File: src/rtl/mlsu_pkg.sv
// Shared types for the MLSU request sequencer: queued request entry and
// the per-side (load / store) in-flight state.
package mlsu_pkg;

    localparam int unsigned SeqIdWidth     = 5;
    localparam int unsigned SeqTxnCntWidth = 8;

    // One queued matrix request as held in the in-order buffer.
    typedef struct packed {
        logic [SeqIdWidth-1:0]     id;
        logic                      is_load;
        logic [SeqTxnCntWidth-1:0] ntxn;
    } seq_entry_t;

    // State of one dispatch side. DRAIN is only used by the store side for
    // zero-transaction stores, which complete without waiting for B beats.
    typedef enum logic [1:0] {
        IDLE  = 2'd0,
        BUSY  = 2'd1,
        DRAIN = 2'd2
    } seq_side_e;

    // A side can take a new dispatch only when it is idle.
    function automatic logic side_idle(input seq_side_e s);
        return s == IDLE;
    endfunction

endpackage

File: src/rtl/mlsu_seq_fifo.sv
// In-order request buffer: Depth-entry synchronous FIFO, no bypass.
// The head entry is presented combinationally from storage, so an entry
// written in cycle N becomes visible at the head in cycle N+1 at the earliest.
module mlsu_seq_fifo
    import mlsu_pkg::*;
#(
    parameter int unsigned Depth   = 4,
    parameter type         entry_t = seq_entry_t
) (
    input  logic   clk_i,
    input  logic   rst_i,
    input  logic   push_i,
    input  entry_t wdata_i,
    input  logic   pop_i,
    output entry_t rdata_o,
    output logic   full_o,
    output logic   empty_o
);

    localparam int unsigned AW = $clog2(Depth);

    entry_t        mem_q [Depth];
    logic [AW-1:0] wr_ptr_q;
    logic [AW-1:0] rd_ptr_q;
    logic [AW:0]   cnt_q;
    logic          do_push;
    logic          do_pop;

    // A full buffer refuses a write even if the head leaves in the same cycle.
    assign full_o  = (cnt_q == (AW+1)'(Depth));
    assign empty_o = (cnt_q == '0);
    assign do_push = push_i && !full_o;
    assign do_pop  = pop_i && !empty_o;
    assign rdata_o = mem_q[rd_ptr_q];

    // Pointer and occupancy bookkeeping; pointers wrap naturally (Depth is a power of 2).
    always_ff @(posedge clk_i) begin
        if (rst_i) begin
            wr_ptr_q <= '0;
            rd_ptr_q <= '0;
            cnt_q    <= '0;
        end else begin
            if (do_push) wr_ptr_q <= wr_ptr_q + AW'(1);
            if (do_pop)  rd_ptr_q <= rd_ptr_q + AW'(1);
            if (do_push && !do_pop)      cnt_q <= cnt_q + (AW+1)'(1);
            else if (do_pop && !do_push) cnt_q <= cnt_q - (AW+1)'(1);
        end
    end

    // Entry storage; payload needs no reset since occupancy gates its use.
    always_ff @(posedge clk_i) begin
        if (do_push) mem_q[wr_ptr_q] <= wdata_i;
    end

endmodule

File: src/rtl/mlsu_req_sequencer.sv
// MLSU request sequencer: buffers load/store requests in order, offers the
// head to the load or store unit, tracks one load and one store in flight,
// counts AXI B beats for store completion and emits one-cycle response pulses.
module mlsu_req_sequencer
    import mlsu_pkg::*;
#(
    parameter int unsigned Depth       = 4,
    parameter int unsigned IdWidth     = 5,
    parameter int unsigned TxnCntWidth = 8,
    parameter bit          Concurrent  = 1'b1,
    parameter bit          StrictOrder = 1'b1
) (
    input  logic                   clk_i,
    input  logic                   rst_i,
    input  logic                   req_valid_i,
    output logic                   req_ready_o,
    input  logic [IdWidth-1:0]     req_id_i,
    input  logic                   req_is_load_i,
    input  logic [TxnCntWidth-1:0] req_ntxn_i,
    input  logic                   core_st_pending_i,
    output logic                   ld_valid_o,
    input  logic                   ld_ready_i,
    output logic [IdWidth-1:0]     ld_id_o,
    output logic                   st_valid_o,
    input  logic                   st_ready_i,
    output logic [IdWidth-1:0]     st_id_o,
    output logic [TxnCntWidth-1:0] st_ntxn_o,
    input  logic                   ld_done_i,
    input  logic                   b_valid_i,
    output logic                   b_ready_o,
    output logic                   resp_ld_valid_o,
    output logic                   resp_st_valid_o,
    output logic [2*IdWidth-1:0]   resp_id_o,
    output logic                   err_o
);

    typedef struct packed {
        logic [IdWidth-1:0]     id;
        logic                   is_load;
        logic [TxnCntWidth-1:0] ntxn;
    } entry_t;

    entry_t                 enq_entry;
    entry_t                 head;
    logic                   fifo_full;
    logic                   fifo_empty;
    logic                   fifo_pop;

    seq_side_e              ld_side_q;
    seq_side_e              st_side_q;
    logic [IdWidth-1:0]     ld_id_q;
    logic [IdWidth-1:0]     st_id_q;
    logic [TxnCntWidth-1:0] st_ntxn_q;
    logic [TxnCntWidth-1:0] b_cnt_q;
    logic [TxnCntWidth-1:0] b_cnt_inc;
    logic                   resp_ld_q;
    logic                   resp_st_q;
    logic [IdWidth-1:0]     resp_ld_id_q;
    logic [IdWidth-1:0]     resp_st_id_q;
    logic                   err_q;

    logic                   ld_idle;
    logic                   st_idle;
    logic                   conc_ok;
    logic                   ld_fire;
    logic                   st_fire;

    assign enq_entry = '{id: req_id_i, is_load: req_is_load_i, ntxn: req_ntxn_i};

    mlsu_seq_fifo #(
        .Depth   (Depth),
        .entry_t (entry_t)
    ) u_fifo (
        .clk_i   (clk_i),
        .rst_i   (rst_i),
        .push_i  (req_valid_i),
        .wdata_i (enq_entry),
        .pop_i   (fifo_pop),
        .rdata_o (head),
        .full_o  (fifo_full),
        .empty_o (fifo_empty)
    );

    // Handshakes (request, load dispatch, store dispatch): a transfer happens
    // in the cycle where valid && ready; valid, once raised for an entry, is
    // kept with its payload unchanged until ready. Only the buffer head is
    // ever offered, so a blocked head holds back every younger request.
    assign req_ready_o = !fifo_full;

    assign ld_idle = side_idle(ld_side_q);
    assign st_idle = side_idle(st_side_q);
    assign conc_ok = Concurrent || (ld_idle && st_idle);

    // A load also waits for scalar core stores and, in strict mode, for any
    // in-flight matrix store, so it cannot read stale data.
    assign ld_valid_o = !fifo_empty && head.is_load && ld_idle && !core_st_pending_i
                        && !(StrictOrder && !st_idle) && conc_ok;
    assign st_valid_o = !fifo_empty && !head.is_load && st_idle && conc_ok;

    assign ld_fire  = ld_valid_o && ld_ready_i;
    assign st_fire  = st_valid_o && st_ready_i;
    assign fifo_pop = ld_fire || st_fire;

    assign ld_id_o   = head.id;
    assign st_id_o   = head.id;
    assign st_ntxn_o = head.ntxn;
    assign b_ready_o = 1'b1;

    assign b_cnt_inc = b_cnt_q + TxnCntWidth'(1);

    assign resp_ld_valid_o = resp_ld_q;
    assign resp_st_valid_o = resp_st_q;
    assign resp_id_o       = {resp_st_id_q, resp_ld_id_q};
    assign err_o           = err_q;

    // Load/store side FSMs, B-beat counter, response pulses and sticky error.
    always_ff @(posedge clk_i) begin
        if (rst_i) begin
            ld_side_q    <= IDLE;
            st_side_q    <= IDLE;
            ld_id_q      <= '0;
            st_id_q      <= '0;
            st_ntxn_q    <= '0;
            b_cnt_q      <= '0;
            resp_ld_q    <= 1'b0;
            resp_st_q    <= 1'b0;
            resp_ld_id_q <= '0;
            resp_st_id_q <= '0;
            err_q        <= 1'b0;
        end else begin
            resp_ld_q <= 1'b0;
            resp_st_q <= 1'b0;

            case (ld_side_q)
                IDLE: begin
                    if (ld_fire) begin
                        ld_side_q <= BUSY;
                        ld_id_q   <= head.id;
                    end
                end
                BUSY: begin
                    if (ld_done_i) begin
                        ld_side_q    <= IDLE;
                        resp_ld_q    <= 1'b1;
                        resp_ld_id_q <= ld_id_q;
                    end
                end
                default: ld_side_q <= IDLE;
            endcase

            case (st_side_q)
                IDLE: begin
                    if (st_fire) begin
                        st_id_q   <= head.id;
                        st_ntxn_q <= head.ntxn;
                        b_cnt_q   <= '0;
                        if (head.ntxn == '0) begin
                            // Nothing to wait for: report completion right away.
                            st_side_q    <= DRAIN;
                            resp_st_q    <= 1'b1;
                            resp_st_id_q <= head.id;
                        end else begin
                            st_side_q <= BUSY;
                        end
                    end
                end
                BUSY: begin
                    if (b_valid_i) begin
                        b_cnt_q <= b_cnt_inc;
                        if (b_cnt_inc == st_ntxn_q) begin
                            st_side_q    <= IDLE;
                            resp_st_q    <= 1'b1;
                            resp_st_id_q <= st_id_q;
                        end
                    end
                end
                DRAIN:   st_side_q <= IDLE;
                default: st_side_q <= IDLE;
            endcase

            // Completion events with nothing to complete are protocol errors.
            if ((ld_done_i && ld_side_q != BUSY) || (b_valid_i && st_side_q == IDLE)) begin
                err_q <= 1'b1;
            end
        end
    end

endmodule
File: config.mk
export PLATFORM = sky130hd
export DESIGN_NAME = mlsu_req_sequencer
export DESIGN_NICKNAME = d
export VERILOG_FILES = /design/src/rtl/mlsu_pkg.sv /design/src/rtl/mlsu_seq_fifo.sv /design/src/rtl/mlsu_req_sequencer.sv
export SDC_FILE = /design/constraint.sdc
export NUM_CORES = 1
export LEC_CHECK = 0
export ABC_AREA = 1
export CORE_ASPECT_RATIO = 0.9
export CORE_MARGIN = 2
export CORE_UTILIZATION = 55
export CTS_BUF_LIST = sky130_fd_sc_hd__clkbuf_16
export DETAILED_ROUTE_END_ITERATION = 10
export PLACE_DENSITY = 0.84
export SYNTH_ARGS = -nofsm -noshare
export SYNTH_HDL_FRONTEND = slang
export SYNTH_SLANG_ARGS = --single-unit
File: constraint.sdc
create_clock -name clk_i -period 2.4 [get_ports clk_i]
set_input_delay 0.48 -clock clk_i [delete_from_list [all_inputs] [get_ports clk_i]]
set_output_delay 0.48 -clock clk_i [all_outputs]
set_load 0.03 [all_outputs]
Yosys cells after proc, flatten, opt, wreduce, memory -nomap -nowiden
Memory sizes are Yosys's and may differ from the RTL's. A register that Yosys moved wholly into a read port is not among the register bits. Index checks and enable logic that the tools add are counted.

Logic and storage cells: 96. Bits in writable memories: 56. Bits in registers: 50. Memories kept: 1.

Bitwise gates (word level): 1. Muxes and demuxes: 28. Add/subtract/negate cells: 5. Equality and inequality tests: 11. Reduce and logical (&&, ||, !) cells: 36.

Memory list: u_fifo.mem_q (depth 4, bits a word 14, rd ports 1, clocked after Yosys merged registers in 1, wr ports 1, line mlsu_seq_fifo.sv:22) `entry_t mem_q [Depth];`.

Operator list (number): two-way mux 5 bit (4); two-way mux 2 bit (8); two-way mux 8 bit (2); case mux 8 bit (2 select lines) (1); logical AND 1 bit (14); case mux 5 bit (2 select lines) (1); adder 8 x 1 -> 8 bit, second input constant (1); == test 8 bit (1); logical NOT 8 bit (1); inequality test 2 x 1 -> 1 bit, second input constant (4); case mux 2 bit (2 select lines) (2); AND reduction 2 bit (4); two-way mux 1 bit (7); logical NOT 1 bit (6); two-way mux 3 bit (2); inequality test 2 bit, second input constant (3); AND reduction 3 bit (2); AND reduction 5 bit (1); adder 2 x 1 -> 2 bit, second input constant (2); == test 2 x 1 -> 1 bit, second input constant (2); logical NOT 2 bit (2); nonzero test 2 bit (2); adder 3 x 1 -> 3 bit, second input constant (1); == test 3 bit, second input constant (1); other kinds (6) (7).

Depth between registers and ports, before layout
Gate-level depths: netlist of run 1.

Depth after elaboration: 12. Gate-level depth with buffers: 15.

Modules after synthesis
From an unflattened synthesis of run 1, not the netlist that was laid out.

Cells, all modules: 508. Area total of the unflattened synthesis: 4828.4 um2.

By module, submodules not included: mlsu_seq_fifo (area an instance 2698.8 um2, sequential area each 1861.8 um2, cells each 205, times used 1); mlsu_req_sequencer (area an instance 2129.5 um2, sequential area each 840.8 um2, cells each 303, times used 1).

Least setup slack after synthesis of run 1
No wires, ideal clock.

Kind: register -> register. Start point: reg st_side_q[0]. End point: reg u_fifo.cnt_q[1]. Library setup time: 0.120 ns. Buffers on the path: 0. Period minus slack after synthesis: 2.443 ns. Required time: 2.280 ns. Slack: -0.043 ns. Cell stages (with the launch flop): 12. Arrival: 2.323 ns. Cell sequence: dfxtp_1 -> nor2_4 -> nand2_1 -> nor4_4 -> nand2_1 -> nand2_1 -> inv_1 -> ha_1 -> inv_1 -> fa_1 -> o21ai_0 -> a21oi_1.

Word-level cells in the longest chain between the ends: 8. Elaborated cells between the ends (all ways): 12.

Ends and longest elaborated chain: start, declared (line mlsu_req_sequencer.sv:50) `seq_side_e st_side_q;`; start signal, assigned (line mlsu_req_sequencer.sv:120) `st_side_q <= IDLE;`; start signal, assigned (line mlsu_req_sequencer.sv:159) `st_side_q <= DRAIN;`; start signal, assigned (line mlsu_req_sequencer.sv:163) `st_side_q <= BUSY;`; logical NOT 2 bit * (line mlsu_pkg.sv:25) `return s == IDLE;`; logical AND 1 bit * (line mlsu_req_sequencer.sv:97) `&& !(StrictOrder && !st_idle) && conc_ok;`; named net ld_valid_o (line mlsu_req_sequencer.sv:21) `output logic ld_valid_o,`; logical AND 1 bit * (line mlsu_req_sequencer.sv:100) `assign ld_fire = ld_valid_o && ld_ready_i;`; logical OR 1 bit * (line mlsu_req_sequencer.sv:102) `assign fifo_pop = ld_fire || st_fire;`; logical AND 1 bit * (line mlsu_seq_fifo.sv:33) `assign do_pop = pop_i && !empty_o;`; logical NOT 1 bit (line mlsu_seq_fifo.sv:45) `if (do_push && !do_pop) cnt_q <= cnt_q + (AW+1)'(1);`; logical AND 1 bit (line mlsu_seq_fifo.sv:45); two-way mux 3 bit / nonzero test 2 bit (equally long branches); end signal, assigned (line mlsu_seq_fifo.sv:45); end signal, assigned (line mlsu_seq_fifo.sv:46) `else if (do_pop && !do_push) cnt_q <= cnt_q - (AW+1)'(1);`; end, declared (line mlsu_seq_fifo.sv:25) `logic [AW:0] cnt_q;`.

Mark *: on every way through the listed nets, which the timed path passes. The rest lies on a longest branch. A chain may end at the register's enable or synchronous reset.

==> impl_metrics.toml, run 1 <==
[global_routing]
grt_max_degree = 38
groute.usage.overall_pct = 23.0
grt_pass1_wl_microns = 16800
grt_overflow = 0
antenna_found_initial = 0
grt_pass1_vias = 3651

[synthesis]
ys_types = 37
synth_top_cells_by_area = "edfxtp_1 36%, dfxtp_1 22%, nand2_1 11%"
ys.warnings.count = 0
synth_top_area_share_pct = 35.6
yosys.area.top_type = "edfxtp_1"
synth_area_sq_um = 4720
synth_seq_area_share_pct = 57.2
synth-seq-cells = 107
avgSynthCellArea_sq_um = 9.06
syn_inst = 521
syn_nets = 550

[clock_network]
post_cts_buffers = 0
clock-root-buffer = "clkbuf_16"
cts_buffers = 9
cts_tree = "yes"
clockBufferDepth = 2
htreeDepth = 3
clock_sinks = 107
clk_pin_slew_ns = 0.07
clk-insertion-delay-late_ns = 0.34

[route]
antenna_left = 0
first_pass_iters = 5
vias = 3709
drc = 0
wire_per_inst_microns = 14.2
drt_wl_total_microns = 10000
first_iter_violations = 196
routed_via_density = 5.25

[min_path]
worstHoldPathType = "reg2reg"

[sta]
period_needed_ns = 2.28
timing.hold.ws_ns = 0.458
post-route-period-util_pct = 94.8
finalMaxSlewViolations = 0
fin_tns_setup_ns = 0
rsz0062_at_grt = "no"
fmax_ghz = 0.440
hold_viol_final = 0
setup_violations = 0
finClkSkew_ns = 0.00572
timing.final.ws_setup_ns = 0.125

[placement]
pre_cts_slack_ns = -0.0271
io_buffers = 55
gp_congestion = 0.854
dp_hpwl_microns = 6890

[critical_path]
crit_required_ns = 1.92
cp_cell_sequence = "inv_2, buf_12, nand2_1, nand3_1, nand2_1, inv_1, dlygate4sd2_1"
cp_num_buf_inv = 4
endpoint_kind = "output port"
critPathLaunchType = "flip-flop"
worst_path_most_repeated_cell = "nand2_1"
slowest_delay_ns = 0.44
crit_fanout = 26
crit_family = "buffers and inverters"
slowest_stage = "dlygate4sd2_1"
crit_type = "reg2out"
crit_arrival_ns = 1.80

[power]
clkPwrFrac_pct = 23.1
vdd_ir_drop_max_mv = 0.547
seq_power_share_pct = 37.6
power_switching_share_pct = 38.9
internal_power_mw = 3.88
comb_power_share_pct = 39.3
power_leakage_nw = 2.33
power_density_nw_per_um2 = 1110
switchingPower_mw = 2.47

[floorplanning]
boundaryPins = 57
initial_utilization_pct = 55.9
rows = 32
die_w_microns = 102
dieArea_sq_um = 9340
die_h_microns = 91.9
core_area_sq_um = 8450

[cells_and_area]
drive_above_1_share_pct = 10.4
insertedDiodeCount = 0
final_nets = 611
syn2layout_area_growth_pct = 21.1
fillers = 623

[status]
status = "completed"

[flow_run]
maxCapViolCount = 0
-- repair_timing --
item | 4_1_cts | 5_1_grt
gates resized for setup | 18 | 2
cloned | 0 | 0
hold buffers | 0 | 0
setup endpoints to repair | 18 | 3
-- sequential cells by signal (all words and copies together), names as in the netlist, named ones only --
name             flops
b_cnt_q              8
u_fifo.wr_ptr_q      2
u_fifo.rd_ptr_q      2
ld_side_q            1
u_fifo.cnt_q         3
u_fifo.mem_q        56
resp_st_valid_o      1
resp_ld_valid_o      1
ld_id_q              5
err_o                1
st_ntxn_q            8
resp_st_id_q         5
resp_ld_id_q         5
st_id_q              5
st_side_q            2
-- stage by stage --
step	cells	total power [mW]	instance area, sq um	utilization (%)
after global placement	690	4.88	5440	64.3
after CTS	706	6.35	5710	67.6
after floorplan	521	4.17	4730	-
after global routing	706	6.71	5720	67.7
after detailed placement	690	4.99	5440	64.3
final	706	6.34	5720	67.7
-- placed cells by master, fill, tap and decap left out, types with 3 or more instances in the layout --
cell / Yosys / layout
inv_1: 59 / 58
clkdlybuf4s50_1: 0 / 35
buf_4: 9 / 17
nand2_1: 133 / 131
nor2_4: 4 / 4
o21ai_0: 33 / 32
dfxtp_1: 51 / 49
nor2_1: 24 / 24
nor3b_1: 4 / 4
nand3_1: 56 / 56
a21oi_1: 36 / 36
a31oi_1: 3 / 3
edfxtp_1: 56 / 56
inv_2: 2 / 3
dlygate4sd2_1: 0 / 18
clkbuf_16: 0 / 9
o21ai_1: 3 / 4
nand2_2: 7 / 9
ha_1: 6 / 5
-- kinds of logic (layout without fill, tap and decap cells) --
kind of cell | count (synthesis) | in the layout | synth area share [%]
flip-flops | 107 | 107 | 57.2
AO/OA/AOI/OAI | 80 | 80 | 9.01
other | 1 | 1 | 0.0794
adder cells (fa/ha/maj) | 7 | 7 | 2.01
AND/OR/NAND/NOR | 240 | 240 | 23.3
buffers and inverters | 84 | 150 | 7.98
XOR/XNOR | 2 | 2 | 0.371
-- layer usage --
metal | vias to the layer above | routed length [microns] | track usage, %
met5 | - | 0 | 0
met4 | 0 | 200 | 9.57
met3 | 18 | 472 | 4.65
met2 | 123 | 5060 | 39.0
met1 | 1740 | 4300 | 28.6
li1 | 1828 | - | -
-- cell usage after synthesis (all sizes together) --
master	count
a21oi	37
a31oi	3
and2	1
buf	16
clkbuf	6
clkinv	1
conb	1
dfxtp	51
edfxtp	56
fa	1
ha	6
inv	61
nand2	141
nand3	57
nand3b	2
nand4	1
nor2	30
nor3	2
nor3b	4
nor4	2
o21a	2
o21ai	36
o21bai	2
xnor2	1
xor2	1
-- power by group through the flow --
| stage | sequential [mW] | clock (mW) | combinational [mW] |
|---|---|---|---|
| finish | 2.38 | 1.47 | 2.49 |
| detailed placement | 2.41 | 0 | 2.57 |
| floorplan | 2.40 | 0 | 1.77 |
| global placement | 2.40 | 0 | 2.48 |
| CTS | 2.38 | 1.49 | 2.48 |
| global route | 2.42 | 1.56 | 2.73 |
-- final timing paths --
check,start,to,slack [ns],cells past startpoint
worst max-delay path,flip-flop,st_id_o[2],0.12,7
worst min-delay path,ld_id_q[2],ld_id_q[2],0.46,2
worst min register to register,ld_id_q[2],ld_id_q[2],0.46,2
worst max register to register,st_side_q[1],u_fifo.cnt_q[1],0.16,11
-- worst register-to-register path, stage by stage (launching register included) --
cell and delay, ns:
dfxtp_4 0.37, nor2_4 0.24, nand2_2 0.12, nor4_4 0.27
nand2_1 0.11, nand2_2 0.10, inv_2 0.04, ha_2 0.17
inv_2 0.07, fa_1 0.42, o21ai_1 0.16, a21oi_1 0.06
-- final cells by class --
cell class	count	area (sq um)	area share, %
Sequential cell	107	2710	47.4
Multi-Input combinational cell	330	1650	28.8
Timing Repair Buffer	72	676	11.8
Inverter	62	235	4.11
Clock buffer	9	225	3.94
Tap cell	119	149	2.60
Clock inverter	7	75.1	1.31
Power figures use the tool's default switching activity.
==> run 2, diff against run 1 <==
--- a/config.mk
+++ b/config.mk
@@ -11,6 +11,7 @@
 export CORE_UTILIZATION = 55
 export CTS_BUF_LIST = sky130_fd_sc_hd__clkbuf_16
 export DETAILED_ROUTE_END_ITERATION = 10
+export HOLD_SLACK_MARGIN = 0.15
 export PLACE_DENSITY = 0.84
 export SYNTH_ARGS = -nofsm -noshare
 export SYNTH_HDL_FRONTEND = slang
==> results of run 2 <==
Final layout, timing and power as in run 1 (identical DEF).
==> run 3, diff against run 2 <==
--- a/config.mk
+++ b/config.mk
@@ -9,7 +9,7 @@
 export CORE_ASPECT_RATIO = 0.9
 export CORE_MARGIN = 2
 export CORE_UTILIZATION = 55
-export CTS_BUF_LIST = sky130_fd_sc_hd__clkbuf_16
+export CTS_BUF_LIST = sky130_fd_sc_hd__clkbuf_8 sky130_fd_sc_hd__clkbuf_16
 export DETAILED_ROUTE_END_ITERATION = 10
 export HOLD_SLACK_MARGIN = 0.15
 export PLACE_DENSITY = 0.84
==> run 3 against run 2 <==
Utilization shrank 1.2 points. Sequential share of layout area is 0.83 points higher. Critical path depth decreased by 1. Register-to-register slack improved by 0.03 ns. Critical path type unchanged. Critical endpoint is now st_id_o[1].
==> impl_metrics.toml, run 3 (synthesized netlist as in run 1, its figures left out) <==
[sta]
timing.hold.ws_ns = 0.460
hold_viol_final = 0
post-route-period-util_pct = 95.3
rsz0062_at_grt = "yes"
fmax_ghz = 0.437
period_needed_ns = 2.29
finalMaxSlewViolations = 0
finClkSkew_ns = 0.00820
setup_violations = 0

[cells_and_area]
largest_registers = "u_fifo.mem_q (56), b_cnt_q (8), st_ntxn_q (8)"
fin_area_sq_um = 5620
syn2layout_area_growth_pct = 19.0
final_common_cell = "nand2_1"
final_cells = 706
final_nets = 611
largest_register_ffs = 56
drive_above_1_share_pct = 10.4
top_register = "u_fifo.mem_q"
layout_common_cells = "131 x nand2_1, 58 x inv_1, 56 x nand3_1, 56 x edfxtp_1, 49 x dfxtp_1"
insertedDiodeCount = 0

[route]
routed_via_density = 5.12
antenna_left = 0
drt_wl_total_microns = 9660
wire_per_inst_microns = 13.7
drc = 0
first_iter_violations = 139
vias = 3617
first_pass_iters = 5

[floorplanning]
core_area_sq_um = 8450
die_h_microns = 91.9
boundaryPins = 57
dieArea_sq_um = 9340
rows = 32
initial_utilization_pct = 55.9
die_w_microns = 102

[min_path]
worstHoldPathType = "reg2reg"

[global_routing]
antenna_found_initial = 0
groute.usage.overall_pct = 22.1
grtUsageMet1_pct = 26.7
met2_usage_pct = 37.8
met3_usage_pct = 5.34
grt_pass1_wl_microns = 16200
grt_pass1_vias = 3605
grt_overflow = 0
grt_max_degree = 38
grt-busiest-layer = "met2"

[placement]
placed_area_sq_um = 5440
dp_hpwl_microns = 6890
gp_congestion = 0.854
io_buffers = 55
placed_cells = 690

[clock_network]
clk_pin_slew_ns = 0.10
cts_hold_buf = 0
htreeDepth = 3
clock_sinks = 107
clock-root-buffer = "clkbuf_8"
clk-insertion-delay-late_ns = 0.36
cts_tree = "yes"
cts_buffers = 9
clockBufferDepth = 2

[status]
status = "completed"

[critical_path]
crit_type = "reg2out"
crit_required_ns = 1.92
critPathLaunchType = "flip-flop"
crit_arrival_ns = 1.81
crit_fanout = 9
endpoint_kind = "output port"

[power]
vdd_ir_drop_max_mv = 0.508
power_leakage_nw = 2.28
power_density_nw_per_um2 = 1060
p_total_mw = 5.93

[flow_run]
maxCapViolCount = 0
-- run 3: critical path: stages, from the launching register on --
cell and delay [ns]:
dfxtp_1 0.42, inv_4 0.10, buf_4 0.17, nand3_1 0.08
nand2_1 0.13, inv_1 0.13, dlygate4sd2_1 0.41
-- run 3: worst paths after layout --
kind	from	endpoint	slack, ns	cells past startpoint
max	flip-flop	st_id_o[1]	0.11	6
min	ld_id_q[3]	ld_id_q[3]	0.46	2
max reg2reg	st_side_q[1]	u_fifo.cnt_q[1]	0.19	11
min reg2reg	ld_id_q[3]	ld_id_q[3]	0.46	2
-- run 3: area by class of cell --
class	instances	area (sq um)
fill	638	2830
clock inverter	7	75.1
tap	119	149
inverter	62	235
timing repair buffer	72	678
sequential	107	2710
multi-input combinational	330	1650
clock buffer	9	124
-- run 3: routing by layer --
metal / part of all wire, % / wire, microns / vias up
met5: 0 / 0 / -
met4: 1.6 / 155 / 0
met3: 5.3 / 516 / 24
met2: 50 / 4860 / 101
met1: 43 / 4120 / 1664
li1: - / - / 1828
-- run 3: metrics by stage --
step | util [%] | setup TNS [ns] | worst slack, ns
floorplan | - | 0 | 0.00811
global placement | 64.3 | 0 | 0.00844
detailed placement | 64.3 | -0.0271 | -0.0271
CTS | 66.4 | 0 | 0.0546
global route | 66.5 | -0.0238 | -0.0139
finish | 66.5 | 0 | 0.113
-- run 3: report_power, final --
part | internal (mW) | switching (mW) | leakage, nW
Clock | 0.490 | 0.591 | 0.0995
Sequential | 2.22 | 0.164 | 0.930
Combinational | 0.846 | 1.62 | 1.25
Total | 3.55 | 2.38 | 2.28
-- run 3: timing repair --
item / 4_1_cts / 5_1_grt
pin swaps: 0 / 0
setup endpoints to repair: 18 / 5
setup buffers: 0 / 0
gates resized for setup: 18 / 4
==> variant, RTL diff (config.mk and constraints of run 1) <==
`TxnCntWidth`: 8 -> 6.
--- a/src/rtl/mlsu_req_sequencer.sv
+++ b/src/rtl/mlsu_req_sequencer.sv
@@ -7,5 +7,5 @@
     parameter int unsigned Depth       = 4,
     parameter int unsigned IdWidth     = 5,
-    parameter int unsigned TxnCntWidth = 8,
+    parameter int unsigned TxnCntWidth = 6,
     parameter bit          Concurrent  = 1'b1,
     parameter bit          StrictOrder = 1'b1
Ports: changed (resized req_ntxn_i and st_ntxn_o); port bits go from 57 to 53. The function was not compared with the original's and may differ.
==> variant against run 1 <==
- core utilization grew 0.97 points
- sequential power decreased by 9.2%
- total power is 8.3% lower
- final area is 11% lower
- area after synthesis decreased by 12%
- routed wire length down 12%
- sequential cell count shrank 12
- setup slack got worse by 2.7 ps
- die area shrank 11%
- final cell count is 12% lower
- clock power fell by 5%
==> variant: results (changes against run 1) <==
| Metric | Value |
|---|---|
| M2 GR Usage | `0.401 (+0.0107)` |
| Met1 WL | `3640 um (-16%)` |
| Max-slew headroom | `0.635` |
| Largest registers | `u_fifo.mem_q (48), b_cnt_q (6), st_ntxn_q (6)` |
| Filler Cell Count | `550 (-12%)` |
| Synth cell types | `31 (-16%)` |
| GRT Overall Usage | `0.230 (about the same)` |
| Worst-path clk slew | `70 ps (about the same)` |
| Area share of fa/ha/maj cells after synthesis | `0.0228 (+0.00267)` |
| Fin nets | `550 (-10%)` |
| Leakage | `2.11 nW (-9.4%)` |
| Slowest CP cell | `dlygate4sd2_1` |
| Clk_skew | `11.4 ps (+5.63 ps)` |
| DR top layer | `met4` |
| Sequential area share after synthesis | `0.571 (-0.00106)` |
| Number of diodes | `0 (unchanged)` |
| Dominant cells by area after synthesis | `edfxtp_1 35%, dfxtp_1 23%, nand2_1 9.5%` |
| Worst vdd ir | `0.000673 V (+23%)` |
| Largest net degree at the start of global routing | `27 (-29%)` |
| Worst path max stage delay | `430 ps` |
| Port Buffers | `51 (-7.3%)` |
| Post-synth ARST share | `0 (unchanged)` |
| Synth top cells by count | `106 x nand2_1, 61 x inv_1, 48 x edfxtp_1, 47 x dfxtp_1, 45 x nand3_1` |
| Met2 wire len | `4490 um (-11%)` |
| Met3 track utilization from global routing | `0.0635 (+0.0170)` |
| Synth Area in Compound Gates | `0.0903 (+0.000222)` |
| Drt initial violations | `212 (+8.2%)` |
| GRT met1 Usage | `0.266 (-0.0194)` |
| Post-synth top flop | `edfxtp_1` |
| Xor/xnor cell area share of the yosys netlist | `0 (-0.00371)` |
| Count leader, synth | `nand2_1` |
| CTS HTree Levels | `3 (unchanged)` |
| Layout cells sized above 1 | `0.125 (+0.0211)` |
| Global-route wire length before repair | `14500 um (-14%)` |
| CTS max path bufs | `2 (unchanged)` |
| CP top delay family | `buffers and inverters` |
| Placer Congestion | `0.806 (-5.5%)` |
| DP Worst Slack | `-117 ps (-89.6 ps)` |
| Initial antenna violation count | `0 (unchanged)` |
| Net count after synthesis | `493 (-10%)` |
| Critical path data arrival time | `1800 ps (about the same)` |
| Syn. warnings | `0 (unchanged)` |
| Hpwl dp | `5890 um (-15%)` |
| Worst min path class | `flip-flop to flip-flop` |
| Post-synth EDFFs | `48 (-14%)` |
| Vias per cell | `5.17 (-1.5%)` |
| Vias in the first global route | `3176 (-13%)` |
| Router iterations before antenna repair | `4 (-1)` |
| Run status | `finished clean` |
| Clock Latency Late Sink | `340 ps (about the same)` |
| CTS Buf Count | `9 (unchanged)` |
| Post-Route WL | `8790 um (-12%)` |
| DP Area | `4790 um2 (-12%)` |
| Root Buffer | `clkbuf_16` |
| Worst-path fanout max | `13 (-50%)` |
| WL met3 | `391 um (-17%)` |
| Mux cell area share after synthesis | `0 (unchanged)` |
[variant: changes by cell type in the layout (fill, tap and decap cells not counted), moves of 4 or more]
cell | run 1 | this run
nor3b_1 | 4 | 0
edfxtp_1 | 56 | 48
dfxtp_1 | 49 | 44
nand3_1 | 56 | 44
nand2_1 | 131 | 104
nor2_1 | 24 | 28
[variant: worst paths after layout]
kind	from	end	slack (ps)	cells after the start
worst max-delay path	flip-flop	st_id_o[4]	120	7
worst max register to register	st_side_q[1]	u_fifo.cnt_q[1]	150	11
worst min register to register	ld_id_q[1]	ld_id_q[1]	450	2
worst min-delay path	ld_id_q[1]	ld_id_q[1]	450	2
[variant: what timing repair did]
item	in CTS	in global routing
pin swaps	0	3
setup buffers	0	2
endpoints found under the setup margin	16	15
gates resized for setup	16	11
[variant: report_power, final]
group          internal (W)  switching (W)  leakage, nW
sequential          0.00199       0.000175        0.824
combinational      0.000752        0.00151         1.14
clock              0.000735       0.000658        0.143
total               0.00347        0.00234         2.11
[variant: cell type report]
type | count | area (um2) | area share
Tap cell | 96 | 120 | 0.0235
Clock inverter | 7 | 72.6 | 0.0142
Inverter | 63 | 241 | 0.0473
Multi-Input combinational cell | 285 | 1430 | 0.281
Timing Repair Buffer | 69 | 621 | 0.122
Sequential cell | 95 | 2390 | 0.468
Clock buffer | 9 | 225 | 0.0442
[variant: per-stage QoR]
step	hold slack (ps)	utilization	std cells	TNS [ps]
2_1_floorplan	425	-	466	0
3_3_place_gp	438	0.644	606	-12.5
3_5_place_dp	441	0.644	606	-196
4_1_cts	451	0.682	622	0
5_1_grt	475	0.686	624	0
6_report	449	0.686	624	0
[variant: tightest hold or removal path, delay by kind of cell (launching register included)]
kind,cells,cell delay [ps]
DFF,1,300
AOI/OAI and AO/OA,1,50
buffers and inverters,1,50
